### config.mk
export PLATFORM = sky130hd
export DESIGN_NAME = pipeline_ctrl_sequencer
export DESIGN_NICKNAME = d
export VERILOG_FILES = /design/src/rtl/pipeline_ctrl_sequencer.sv
export SDC_FILE = /design/constraint.sdc
export NUM_CORES = 1
export LEC_CHECK = 0
export BUFFER_PORTS_ARGS = -buffer_cell sky130_fd_sc_hd__buf_4
export CAP_MARGIN = 25
export CORE_AREA = 2 2 39 41
export DETAILED_ROUTE_END_ITERATION = 8
export DIE_AREA = 0 0 41 43
export HOLD_SLACK_MARGIN = 0.05
export PLACE_DENSITY = 0.7
export SETUP_SLACK_MARGIN = 0.02
export SYNTH_ARGS = -nofsm -noshare
export SYNTH_HDL_FRONTEND = slang
export SYNTH_SLANG_ARGS = --single-unit
### constraint.sdc
create_clock -name clk -period 1.51 [get_ports clk]
set_clock_uncertainty 0.2 [all_clocks]
set_input_delay 0.302 -clock clk [delete_from_list [all_inputs] [get_ports clk]]
set_output_delay 0.302 -clock clk [all_outputs]
set_load 0.02 [all_outputs]
### src/rtl/pipeline_ctrl_sequencer.sv
// ============================================================================
// Module      : pipeline_ctrl_sequencer
// Description : Central pipeline controller. Merges load-use stall, taken
//               branch flush and interrupt entry/exit into per-stage enable
//               and flush controls. Interrupt entry is drain -> push -> vector.
// Revision    : 1.0 - initial release
// ============================================================================
`default_nettype none

module pipeline_ctrl_sequencer #(
    parameter int DRAIN_CYCLES = 3
) (
    input  logic clk,
    input  logic rst,
    input  logic hz_stall,
    input  logic br_taken,
    input  logic intr,
    input  logic rti_ex,
    output logic en_pc,
    output logic en_if_id,
    output logic en_id_ex,
    output logic flush_if_id,
    output logic flush_id_ex,
    output logic flush_ex_mem,
    output logic int_push,
    output logic int_vec_sel,
    output logic int_ack,
    output logic in_isr
);

    localparam int CW = $clog2(DRAIN_CYCLES + 1);
    localparam logic [CW-1:0] C_CNT_LOAD = CW'(DRAIN_CYCLES);
    localparam logic [CW-1:0] C_CNT_ONE  = CW'(1);

    localparam logic [1:0] S_RUN   = 2'd0;
    localparam logic [1:0] S_DRAIN = 2'd1;
    localparam logic [1:0] S_PUSH  = 2'd2;
    localparam logic [1:0] S_VEC   = 2'd3;

    logic [1:0]    r_state;
    logic [1:0]    w_state_nxt;
    logic [CW-1:0] r_cnt;
    logic [CW-1:0] w_cnt_nxt;
    logic          r_int_pend;
    logic          w_int_pend_nxt;
    logic          r_in_isr;
    logic          w_in_isr_nxt;

    // ------------------------------------------------------------------------
    // State register
    // ------------------------------------------------------------------------
    always_ff @(posedge clk) begin
        if (rst) begin
            r_state    <= S_RUN;
            r_cnt      <= '0;
            r_int_pend <= 1'b0;
            r_in_isr   <= 1'b0;
        end else begin
            r_state    <= w_state_nxt;
            r_cnt      <= w_cnt_nxt;
            r_int_pend <= w_int_pend_nxt;
            r_in_isr   <= w_in_isr_nxt;
        end
    end

    // ------------------------------------------------------------------------
    // Next-state logic
    // ------------------------------------------------------------------------
    always_comb begin
        w_state_nxt    = r_state;
        w_cnt_nxt      = r_cnt;
        w_in_isr_nxt   = r_in_isr;
        w_int_pend_nxt = r_int_pend | intr;

        case (r_state)
            S_RUN: begin
                // A stall defers every other event; they are re-evaluated next cycle.
                if (!hz_stall) begin
                    if (br_taken || rti_ex) begin
                        if (rti_ex) begin
                            w_in_isr_nxt = 1'b0;
                        end
                    end else if (r_int_pend && !r_in_isr) begin
                        w_state_nxt = S_DRAIN;
                        w_cnt_nxt   = C_CNT_LOAD;
                    end
                end
            end
            S_DRAIN: begin
                if (!hz_stall) begin
                    if (br_taken) begin
                        // Branch target becomes the return PC, so drain restarts.
                        w_cnt_nxt = C_CNT_LOAD;
                    end else begin
                        if (r_cnt != '0) begin
                            w_cnt_nxt = r_cnt - C_CNT_ONE;
                        end
                        if (r_cnt <= C_CNT_ONE) begin
                            w_state_nxt = S_PUSH;
                        end
                    end
                end
            end
            S_PUSH: begin
                w_state_nxt = S_VEC;
            end
            S_VEC: begin
                w_state_nxt    = S_RUN;
                w_in_isr_nxt   = 1'b1;
                w_int_pend_nxt = intr;
            end
            default: begin
                w_state_nxt = S_RUN;
            end
        endcase
    end

    // ------------------------------------------------------------------------
    // Output logic
    // ------------------------------------------------------------------------
    always_comb begin
        en_pc        = 1'b1;
        en_if_id     = 1'b1;
        en_id_ex     = 1'b1;
        flush_if_id  = 1'b0;
        flush_id_ex  = 1'b0;
        flush_ex_mem = 1'b0;
        int_push     = 1'b0;
        int_vec_sel  = 1'b0;
        int_ack      = 1'b0;

        if (rst) begin
            en_pc        = 1'b0;
            en_if_id     = 1'b0;
            en_id_ex     = 1'b0;
            flush_if_id  = 1'b1;
            flush_id_ex  = 1'b1;
            flush_ex_mem = 1'b1;
        end else begin
            case (r_state)
                S_RUN: begin
                    if (hz_stall) begin
                        en_pc        = 1'b0;
                        en_if_id     = 1'b0;
                        en_id_ex     = 1'b0;
                        flush_ex_mem = 1'b1;
                    end else if (br_taken) begin
                        flush_if_id = 1'b1;
                        flush_id_ex = 1'b1;
                    end else if (!rti_ex && r_int_pend && !r_in_isr) begin
                        en_pc       = 1'b0;
                        flush_if_id = 1'b1;
                    end
                end
                S_DRAIN: begin
                    if (hz_stall) begin
                        en_pc        = 1'b0;
                        en_if_id     = 1'b0;
                        en_id_ex     = 1'b0;
                        flush_ex_mem = 1'b1;
                    end else if (br_taken) begin
                        flush_if_id = 1'b1;
                        flush_id_ex = 1'b1;
                    end else begin
                        en_pc       = 1'b0;
                        flush_if_id = 1'b1;
                    end
                end
                S_PUSH: begin
                    int_push    = 1'b1;
                    en_pc       = 1'b0;
                    flush_if_id = 1'b1;
                end
                S_VEC: begin
                    int_vec_sel = 1'b1;
                    int_ack     = 1'b1;
                    flush_if_id = 1'b1;
                end
                default: begin
                    en_pc = 1'b1;
                end
            endcase
        end
    end

    assign in_isr = r_in_isr & ~rst;

endmodule

`default_nettype wire

Yosys cells after proc, flatten, opt, wreduce, memory -nomap -nowiden:

Index checks and enable logic that the tools add are counted.

* register bits: 6
* output and inout port bits: 10
* logic and storage cells: 79
* input bits: 6

* mux-type cells: 43
* bitwise operators: 3
* equal/unequal tests: 12
* reduce and logical (&&, ||, !) cells: 15
* add/sub/neg operators: 1
* $lt $le $gt $ge: 1

Operators by type and width (count)
* 2-to-1 mux 1 bit: 26
* 2-to-1 mux 2 bit: 12
* inequality test 2 bit, second input constant: 8
* AND reduction 6 bit: 2
* case mux 2 bit (4 select lines): 1
* case mux 1 bit (3 select lines): 2
* nonzero test 2 bit: 3
* == test 2 bit, second input constant: 2
* case mux 2 bit (2 select lines): 1
* AND reduction 4 bit: 1
* OR reduction 2 bit: 2
* logical AND 1 bit: 3
* inequality test 3 bit, second input constant: 1
* == test 2 x 1 -> 1 bit, second input constant: 1
* <= comparator 2 x 1 -> 1 bit, second input constant: 1
* zero test 1 bit: 2
* zero test 2 bit: 1
* case mux 1 bit (2 select lines): 1
* subtractor 2 x 1 -> 2 bit, second input constant: 1
* AND 1 bit: 1
* logical OR 1 bit: 1
* inverter 1 bit: 1
* OR 1 bit: 1

Logic depth before layout (Yosys ltp):

Gate-level depths: netlist of the first run.

* word-level depth: 8
* depth in mapped cells: 6
* depth with buffers taken out: 6

Worst setup path before layout of the first run:

Ideal clock, no wire load.

* kind: register to output
* start point: reg r_state[1]
* end point: out flush_id_ex
* stages on the path, launching flop included: 5
* setup slack: -0.257 ns
* path buffers: 0
* data required time: 1.008 ns
* data arrival time: 1.265 ns
* path through: dfxtp_1 > inv_1 > ha_1 > nor2_1 > o21ai_0

* longest elaborated chain between the ends: 4
* elaborated cells between the ends (all ways): 5
* classes of those cells: 1 x eq/ne; 2 x mux; 2 x reduce/logical

RTL lines
* from (decl): line 40 `logic [1:0] r_state;`
* from (signal assigned): line 59 `r_state <= w_state_nxt;`
* == test 2 x 1 -> 1 bit / zero test 2 bit (equally long branches): line 140 `case (r_state)`
* OR reduction 2 bit (no source line) *
* 2-to-1 mux 1 bit *
* 2-to-1 mux 1 bit *: line 132 `if (rst) begin`
* to (decl): line 23 `output logic flush_id_ex,`

Mark *: on every way between the ends. The rest lies on a longest branch, timed or not.

Worst setup path in the final report of the first run:

* start point: reg r_in_isr
* end point: out en_pc

* longest elaborated chain between the ends: 7

RTL lines
* from (decl): line 46 `logic r_in_isr;`
* from (signal assigned): line 62 `r_in_isr <= w_in_isr_nxt;`
* zero test 1 bit: line 150 `end else if (!rti_ex && r_int_pend && !r_in_isr) begin`
* logical AND 1 bit: line 150
* 2-to-1 mux 1 bit: line 150
* 2-to-1 mux 1 bit: line 147 `end else if (br_taken) begin`
* 2-to-1 mux 1 bit: line 142 `if (hz_stall) begin`
* case mux 1 bit (3 select lines): line 140
* 2-to-1 mux 1 bit: line 132
* to (decl): line 19 `output logic en_pc,`

Every way passes these cells.

==> results.md, run 1 <==
- CP peak stage delay: roughly 0.38 ns
- Routed WL per cell: 19.13 um
- CP Capture Point: en_pc
- # DRC: 0
- Worst Path Buf+Inv: 1
- Die area: 1763 um^2
- Fin nets: ~120
- First-pass GRT wire length: between 3000 and 4000 um
- DP Area: roughly 840 um^2
- Rows: 14
- Crit Path Max Fanout: 2
- Tightest Hold Check Type: in2reg
- Crit path cell chain: o41ai_4 > a21oi_1 > o21a_2 > buf_6
- Ant. Diodes: 0
- Fill count: between 50 and 60
- DR WL met3: approximately 120 um
- RSZ-0062 raised after global routing: yes
- Vias: between 600 and 700
- Share of post-route cells with drive strength above 1: 0.7523
- Placed Cells: 109
- Initial antenna violation count: 0
- Core Region: between 1000 and 1500 um^2
- Routed WL: around 2400 um
- Longest Clk Path Bufs: 2
- Die H: 43 um
- CP Depth: 4
- Min Tclk post-route: 1.988 ns
- Crit path launch type: flop
- Grt total ovfl: 0
- Endpoint arrival time on the critical path: roughly 1.5 ns
- Lkg Pwr: roughly 0.52 nW
- Die X: between 40 and 50 um
- Post-DP HPWL: around 1100 um
- Critical path type: reg2out
- Largest net degree at the start of global routing: 11
- Post-synthesis cell type count: 25
- Worst-Skew Late Latency: around 0.27 ns
- CTS tree: done
- Clk pin slew, worst setup/hold paths: about 0.060 ns
- 1st-iter DRT viols: 11
- WP data required: around 1.0 ns
- GRT Total Usage: 0.2803
- Utilization after layout: 0.8734
- Post-route insts no fill: approximately 130
- PortBufs: 15
- Seq/Total Area, Yosys: 0.2324
- Synth Register Bits: 6
- Outcome: finished with violations
- CTS buffer count: 3
- MaxCap Viol Count: 0
- Critical Path Source: r_in_isr
- Critical Path End Type: primary output
- Total power: 1.309 mW
- Syn avg cell area: about 8.2 um^2
- Area Overhead vs Synth: 133.9%
- Placer Congestion: about 0.8
- Layout Cell Area excl Fill: approximately 1200 um^2
- Worst Tran Pin Value: about 0.36 ns
- Synthesized instance count: 63
- Starting Density: 0.3734
- Post-Syn Nets: 76
- WHS: 0.1500 ns
- Final setup vio count: 15
- DRT antenna net count: 0
- Via density: 5.400
- Failing checks: negative setup slack
- YS warnings: 0
- FMAX: between 0.5 and 0.6 GHz
- Most frequent cells in the layout: buf_6, buf_4, inv_1
- Period utilisation layout: 1.316
- PwrDens: ~1100 nW/um^2
- Reg-to-reg startpoint: r_state[1]
- Commonest non-fill, non-tap cell in the layout: buf_6
- Max VDD drop: just under 1 mV
- Drt pass-1 iters: 4
- Slowest CP cell: o41ai_4
- Worst setup margin: -0.4778 ns
- CTS root buf: clkbuf_4
- Final Max Tran Viols: 0
- Vias in the first global route: between 600 and 700
- HP Start: rst
- Top delay family on crit path: compound AO/OA/AOI/OAI gates
- FF-to-FF End: r_cnt[1]
- Fin. Hold Viols: 0
- Max layer used: met4
- IO Pins: 16
- Htree depth: 1
- Syn Std Cell Area: slightly above 500 um^2
- CTS Sinks: 6
- Reg2Reg Depth: 7
- Met1 wire length: between 1000 and 1500 um
- Flop-to-flop setup slack: -0.30 ns
- Slew margin rel.: 0.7587
- Met2 wire len: between 1000 and 1500 um
routing by layer:
layer | track usage | up-vias
met2 | 0.4719 | 25
met3 | 0.05236 | 9
met1 | 0.2866 | 330
li1 | - | 311
met4 | 0.1933 | 0
met5 | 0 | -
how the worst min path moves through the flow:
stage / slack, ns / cells past startpoint / end
2_1_floorplan: 0.22 / 2 / r_int_pend
3_3_place_gp: 0.31 / 3 / r_int_pend
3_5_place_dp: 0.31 / 3 / r_int_pend
4_1_cts: 0.14 / 2 / r_state[1]
5_1_grt: 0.16 / 2 / r_state[0]
6_report: 0.15 / 2 / r_state[0]
Yosys cell counts, drive strengths merged:
master	count	share of area
inv	10	0.073
nand2	5	0.036
o21ai	2	0.019
a21oi	4	0.039
nor4b	1	0.017
a2bb2oi	1	0.017
a311oi	1	0.017
nor2	6	0.044
a221oi	1	0.029
nand3	1	0.0097
a211oi	2	0.039
and4b	1	0.019
buf	2	0.029
ha	7	0.17
and2b	1	0.017
nor2b	3	0.036
o221ai	1	0.017
a31oi	3	0.036
dfxtp	6	0.23
nor3	1	0.0097
mux2i	1	0.019
o41ai	1	0.053
o21a	1	0.015
clkbuf	1	0.0073
registers in the layout, indices dropped and copies added (netlist names):
| register | count |
|---|---|
| r_cnt | 2 |
| r_in_isr | 1 |
| r_int_pend | 1 |
| r_state | 2 |
final cells by class:
class	instances	area, um^2	share of cell area
Clock buffer	3	22.52	0.01863
Inverter	10	45.04	0.03727
Multi-Input combinational cell	44	535.5	0.4431
Sequential cell	6	131.4	0.1087
Tap cell	16	20.02	0.01656
Timing Repair Buffer	46	454.2	0.3758
cells by family after synthesis:
logic type	after synthesis	share of synthesized area
and+or+nand+nor	19	0.1889
AOI/OAI and AO/OA	17	0.2809
buffers and inverters	13	0.1090
adders and majority gates	7	0.1695
DFF	6	0.2325
muxes	1	0.01937
report_power, final:
| group | leakage, nW | internal [mW] | switching [mW] |
|---|---|---|---|
| Sequential | 0.0514 | 0.187 | 0.0399 |
| Clock | 0.0138 | 0.0914 | 0.0796 |
| Combinational | 0.460 | 0.496 | 0.415 |
| Total | 0.525 | 0.774 | 0.535 |
through the flow:
stage               worst slack, ns  TNS [ns]
floorplan                   -0.1074   -0.2541
global placement            -0.1851   -0.6547
detailed placement          -0.1954   -0.8402
CTS                         -0.3919    -2.433
global route                -0.5219    -4.288
finish                      -0.4778    -3.728
worst register-to-register path, cell delays in order, from the launching register on:
cell	delay [ns]
dfxtp_4	0.38
inv_4	0.09
ha_4	0.18
o41ai_4	0.09
buf_4	0.15
buf_8	0.13
and4b_2	0.24
a221oi_2	0.25
timing repair:
action,CTS,global route
hold endpoints to repair,1,0
endpoints found under the setup margin,13,15
setup buffers,5,9
pin swaps,12,11
hold buffers,1,0
resized for setup,30,30
Power figures use the tool's default switching activity.
==> run 2, diff against run 1 <==
--- a/config.mk
+++ b/config.mk
@@ -12,6 +12,7 @@
 export DIE_AREA = 0 0 41 43
 export HOLD_SLACK_MARGIN = 0.05
 export PLACE_DENSITY = 0.7
+export REMOVE_ABC_BUFFERS = 1
 export SETUP_SLACK_MARGIN = 0.02
 export SYNTH_ARGS = -nofsm -noshare
 export SYNTH_HDL_FRONTEND = slang
==> results.md, run 2 (synthesis results as in run 1) <==
- Starting Density: 0.3734 (unchanged)
- PortBufs: 15 (unchanged)
- GRT Total Usage: 0.2090 (-0.07124)
- Place WS: -0.1882 ns (+0.007127 ns)
- Vias in the first global route: 590 (-9.6%)
- Clk pin slew, worst setup/hold paths: 0.05 ns (about the same)
- Most frequent cells in the layout: buf_4, buf_6, inv_1
- Critical path type: reg2out
- Final setup vio count: 13 (-2)
- 1st-iter DRT viols: 4 (-7)
- Rows: 14 (unchanged)
- DRT antenna net count: 0 (unchanged)
- FMAX: 0.5324 GHz (+5.8%)
- Worst setup margin: -0.3684 ns (+0.1095 ns)
- CTS root buf: clkbuf_4
- Longest Clk Path Bufs: 2 (unchanged)
- Worst Tran Pin Value: 0.2936 ns (-0.06795 ns)
- Worst Path Buf+Inv: 2 (+1)
- Final Max Tran Viols: 0 (unchanged)
- Crit Path Max Fanout: 3 (+1)
- Vias: 600 (-11%)
- CTS Sinks: 6 (unchanged)
- Routed WL: 1582 um (-34%)
- Lkg Pwr: 0.4403 nW (-16%)
- Fin nets: 115 (-7.3%)
- Worst-Skew Late Latency: 0.26 ns (about the same)
- Max VDD drop: 0.4766 mV (-51%)
- Commonest non-fill, non-tap cell in the layout: buf_4
- Post-route insts no fill: 116 (-7.2%)
- Outcome: finished with violations
- Initial antenna violation count: 0 (unchanged)
- Ant. Diodes: 0 (unchanged)
- Endpoint arrival time on the critical path: 1.38 ns (-0.11 ns)
- Fin. Hold Viols: 0 (unchanged)
- RSZ-0062 raised after global routing: yes
- PwrDens: 1010 nW/um^2 (-6.7%)
- # DRC: 0 (unchanged)
- Placer Congestion: 0.7589 (-5.4%)
- Top Registers: r_cnt (2), r_state (2)
- Grt total ovfl: 0 (unchanged)
- Core Region: 1384 um^2 (unchanged)
- Placed Cells: 108 (-0.92%)
- First-pass GRT wire length: 2421 um (-23%)
- Failing checks: negative setup slack
- Die H: 43 um (unchanged)
- Largest net degree at the start of global routing: 11 (unchanged)
- Die area: 1763 um^2 (unchanged)
- Min Tclk post-route: 1.878 ns (-0.1095 ns)
- IO Pins: 16 (unchanged)
- Die X: 41 um (unchanged)
- Area Overhead vs Synth: 90.56%
- Htree depth: 1 (unchanged)
- Via density: 5.172 (-4.2%)
- Crit path cell chain: inv_4 > ha_4 > a211oi_2 > o221ai_1 > buf_4
- Top delay family on crit path: flip-flops
- CP peak stage delay: 0.38 ns (about the same)
- Period utilisation layout: 1.244 (-0.07248)
- CTS tree: done
- Crit path launch type: flop
- Critical Path End Type: primary output
- CTS buffer count: 3 (unchanged)
- Tightest Hold Check Type: in2reg
- Drt pass-1 iters: 4 (unchanged)
- Slowest CP cell: dfxtp_4
- WP data required: 1.01 ns (about the same)
- Post-DP HPWL: 1086 um (-3.0%)
- Slew margin rel.: 0.8029 (+0.04425)
- Share of post-route cells with drive strength above 1: 0.6800 (-0.07229)
- Routed WL per cell: 13.64 um (-29%)
- MaxCap Viol Count: 0 (unchanged)
## run 2: per-stage QoR
| stage | hold WS [ns] | instance area, um^2 | setup TNS (ns) | power, mW | utilization |
|---|---|---|---|---|---|
| 6_report | 0.04486 | 984.7 | -2.898 | 0.9946 | 0.7116 |
| 3_5_place_dp | 0.3143 | 758.2 | -1.197 | 0.6498 | 0.5479 |
| 3_3_place_gp | 0.3113 | 758.2 | -0.9168 | 0.6362 | 0.5479 |
| 5_1_grt | 0.05198 | 984.7 | -3.770 | 1.062 | 0.7116 |
| 2_1_floorplan | 0.1666 | 498.0 | -1.823 | 0.4458 | - |
| 4_1_cts | 0.05060 | 879.6 | -2.617 | 0.8938 | 0.6356 |
## run 2: cell type report
| type | count | area (um^2) |
|---|---|---|
| multi-input combinational | 44 | 451.7 |
| fill | 104 | 399.1 |
| timing repair buffer | 37 | 315.3 |
| sequential | 6 | 130.1 |
| inverter | 10 | 45.04 |
| clock buffer | 3 | 22.52 |
| tap | 16 | 20.02 |
## run 2: metal layers
layer	routed length [um]	track usage	part of all wire
met2	825	0.3594	0.52
met5	0	0	0
met4	59	0.1400	0.037
met3	65	0.03141	0.041
met1	631	0.2129	0.40
## run 2: report_power, final
part           internal, mW  total, mW  switching [mW]
Sequential            0.189      0.217          0.0289
Combinational         0.327      0.614           0.287
Clock                0.0909      0.164          0.0727
Total                 0.606      0.995           0.388
## run 2: what timing repair did
item,CTS,global route
setup buffers,2,5
gates cloned,0,0
pin swaps,5,18
gates resized for setup,27,21
hold buffers,0,0
setup endpoints to repair,15,15
## run 2: worst paths after layout
| kind | end | slack, ns | start | depth (start not counted) |
|---|---|---|---|---|
| min reg2reg | r_cnt[0] | 0.35 | r_cnt[0] | 2 |
| max | flush_if_id | -0.37 | r_state[0] | 5 |
| max reg2reg | r_cnt[1] | -0.09 | r_state[0] | 6 |
| min | r_int_pend | 0.04 | intr | 3 |
## run 2: tightest hold or removal path: cells and delay by family
| kind | cells | cell delay (ns) |
|---|---|---|
| buffers and inverters | 1 | 0.08 |
| AOI/OAI and AO/OA | 1 | 0.02 |
| and+or+nand+nor | 1 | 0.06 |
==> run 3, diff against run 2 <==
--- a/config.mk
+++ b/config.mk
@@ -5,13 +5,15 @@
 export SDC_FILE = /design/constraint.sdc
 export NUM_CORES = 1
 export LEC_CHECK = 0
+export ABC_AREA = 1
 export BUFFER_PORTS_ARGS = -buffer_cell sky130_fd_sc_hd__buf_4
 export CAP_MARGIN = 25
-export CORE_AREA = 2 2 39 41
+export CORE_AREA = 2 2 40 42
 export DETAILED_ROUTE_END_ITERATION = 8
-export DIE_AREA = 0 0 41 43
+export DIE_AREA = 0 0 42 44
+export GPL_ROUTABILITY_DRIVEN = 0
 export HOLD_SLACK_MARGIN = 0.05
-export PLACE_DENSITY = 0.7
+export PLACE_DENSITY = 0.71
 export REMOVE_ABC_BUFFERS = 1
 export SETUP_SLACK_MARGIN = 0.02
 export SYNTH_ARGS = -nofsm -noshare
==> results.md, run 3 <==
- Area Overhead vs Synth: 62.96%
- Drt pass-1 iters: 4 (unchanged)
- # DRC: 0 (unchanged)
- Tightest Hold Check Type: in2reg
- Starting Density: 0.4048 (+0.03134)
- Syn avg cell area: 6.175 um^2 (-25%)
- Worst Tran Pin Value: 0.2405 ns (-0.05316 ns)
- Synth Register Bits: 6 (unchanged)
- Layout Cell Area excl Fill: 935.9 um^2 (-5.0%)
- Multi-input gate area: 447.9 um^2 (-0.83%)
- RSZ-0062 raised after global routing: yes
- Worst setup margin: -0.3723 ns (-0.003880 ns)
- Synth area leader: dfxtp_1
- GRT Total Usage: 0.1906 (-0.01844)
- Initial antenna violation count: 0 (unchanged)
- Longest Clk Path Bufs: 2 (unchanged)
- Commonest non-fill, non-tap cell in the layout: buf_4
- Grt total ovfl: 0 (unchanged)
- DRT antenna net count: 0 (unchanged)
- Place WS: -0.1755 ns (+0.01278 ns)
- Die H: 44 um (+2.3%)
- Post-route insts no fill: 137 (+18%)
- CTS root buf: clkbuf_4
- CTS buffer count: 3 (unchanged)
- Min Tclk post-route: 1.882 ns (+0.003880 ns)
- Share of the synthesized area in the top cell type: 0.2092 (-0.02330)
- Core Region: 1419 um^2 (+2.5%)
- Lkg Pwr: 0.4376 nW (-0.62%)
- Final Max Tran Viols: 0 (unchanged)
- Most common cell in the netlist: nand2_1
- Htree depth: 1 (unchanged)
- Routed WL: 1705 um (+7.8%)
- Synthesized instance count: 93 (+48%)
- Rows: 14 (unchanged)
- Post-synthesis cell type count: 20 (-20%)
- Most frequent cells in the layout: buf_4, nand2_1, nor2_1
- HP Start: rst
- Flop-to-flop setup slack: -0.01 ns (+0.08 ns)
- 1st-iter DRT viols: 8 (+4)
- Max VDD drop: 0.6944 mV (+46%)
- Ys async rst share: 0 (unchanged)
- DP Area: 755.7 um^2 (-0.33%)
- Clk pin slew, worst setup/hold paths: 0.05 ns (about the same)
- PortBufs: 15 (unchanged)
- Period utilisation layout: 1.247 (+0.002570)
- WP data required: 1.01 ns (about the same)
- Via density: 4.876 (-5.7%)
- Crit path launch type: flop
- Vias: 668 (+11%)
- Share of post-route cells with drive strength above 1: 0.5124 (-0.1676)
- Die X: 42 um (+2.4%)
- Critical Path End Type: primary output
- Crit Path Max Fanout: 4 (+1)
- Seq/Total Area, Yosys: 0.2092 (-0.02330)
- YS warnings: 0 (unchanged)
- Syn Std Cell Area: 574.3 um^2 (+11%)
- Top Registers: r_cnt (2), r_state (2)
- Routed WL per cell: 12.45 um (-8.7%)
- Largest net degree at the start of global routing: 8 (-3)
- IO Pins: 16 (unchanged)
- PwrDens: 1318 nW/um^2 (+30%)
- Worst-Skew Late Latency: 0.27 ns (about the same)
- Outcome: finished with violations
- Endpoint arrival time on the critical path: 1.38 ns (about the same)
- Failing checks: negative setup slack
- CTS Sinks: 6 (unchanged)
- Synth top area cells: dfxtp_1, ha_1, nand2_1, nor2_1, nand3_1
- Ant. Diodes: 0 (unchanged)
- Fill count: 119 (+14%)
- Reg-to-reg startpoint: r_state[0]
- Critical Path Source: r_state[0]
- Slew margin rel.: 0.8391 (+0.03616)
- Synth top cells by count: nand2_1, nor2_1, inv_1, nand3_1, ha_1
- Final setup vio count: 10 (-3)
- Top_reg_cell synth: dfxtp_1
- FMAX: 0.5313 GHz (-0.21%)
- FF+latch area: 125.1 um^2 (-3.8%)
- First-pass GRT wire length: 2566 um (+6.0%)
- Die area: 1848 um^2 (+4.8%)
- Post-DP HPWL: 1096 um (+0.88%)
- Placed Cells: 131 (+21%)
- Fin. Hold Viols: 0 (unchanged)
- Critical path type: reg2out
- Vias in the first global route: 613 (+3.9%)
- MaxCap Viol Count: 0 (unchanged)
- Post-synth EDFFs: 0 (unchanged)
- CTS tree: done
- Fin nets: 136 (+18%)
## run 3: changes by cell type in the layout (fill, tap and decap cells not counted), sizes merged, moves of 2 or more
cell    previous run  this run
a211oi             2         0
a31oi              3         1
buf               37        27
inv               10        19
nand2              5        19
nand3              1        11
nor2               6        19
nor2b              3         0
## run 3: power by group
group / internal, mW / switching, mW
Clock: 0.0916 / 0.0828
Sequential: 0.198 / 0.0367
Combinational: 0.383 / 0.441
Total: 0.673 / 0.560
## run 3: area by class of cell
cell class                 instances  share of cell area
clock buffer                       3             0.02406
inverter                          20             0.08690
multi-input combinational         64              0.4786
sequential                         6              0.1337
tap                               16             0.02139
timing repair buffer              28              0.2553
## run 3: through the flow
stage	utilization	total power, mW	hold WS (ns)	TNS, ns
after floorplan	-	0.6013	0.1744	-1.214
after global placement	0.5326	0.8445	0.3001	-0.6510
after detailed placement	0.5326	0.8552	0.3049	-1.049
after CTS	0.6243	1.140	0.07485	-2.057
after global routing	0.6596	1.320	0.1073	-2.806
final	0.6596	1.233	0.09248	-2.305
## run 3: kinds of logic after synthesis
logic type / Yosys count / synth area share
adders and majority gates: 7 / 0.1525
and+or+nand+nor: 49 / 0.3704
AOI/OAI and AO/OA: 8 / 0.08933
DFF: 6 / 0.2092
buffers and inverters: 23 / 0.1786
## run 3: worst max-delay path, cell delays in order (launching register included)
cell     delay (ns)
dfxtp_4        0.39
buf_6          0.12
buf_4          0.10
ha_1           0.15
inv_1          0.05
a31oi_1        0.15
buf_4          0.16
## run 3: final timing paths
check / endpoint / cells after the start
max reg2reg: r_state[1] / 9
min: r_int_pend / 2
max: en_pc / 6
min reg2reg: r_cnt[1] / 2
## run 3: metal layers
layer	share of wire	track usage	vias up
li1	-	-	337
met1	0.38	0.1980	306
met2	0.52	0.3281	16
met3	0.055	0.04167	9
met4	0.047	0.1613	0
met5	0	0	-
## run 3: timing repair
| item | CTS | global route |
|---|---|---|
| setup buffers | 2 | 1 |
| endpoints found under the hold margin | 1 | 0 |
| hold buffers | 1 | 0 |
| resized for setup | 23 | 12 |
| pin swaps | 5 | 5 |
| endpoints found under the setup margin | 13 | 13 |
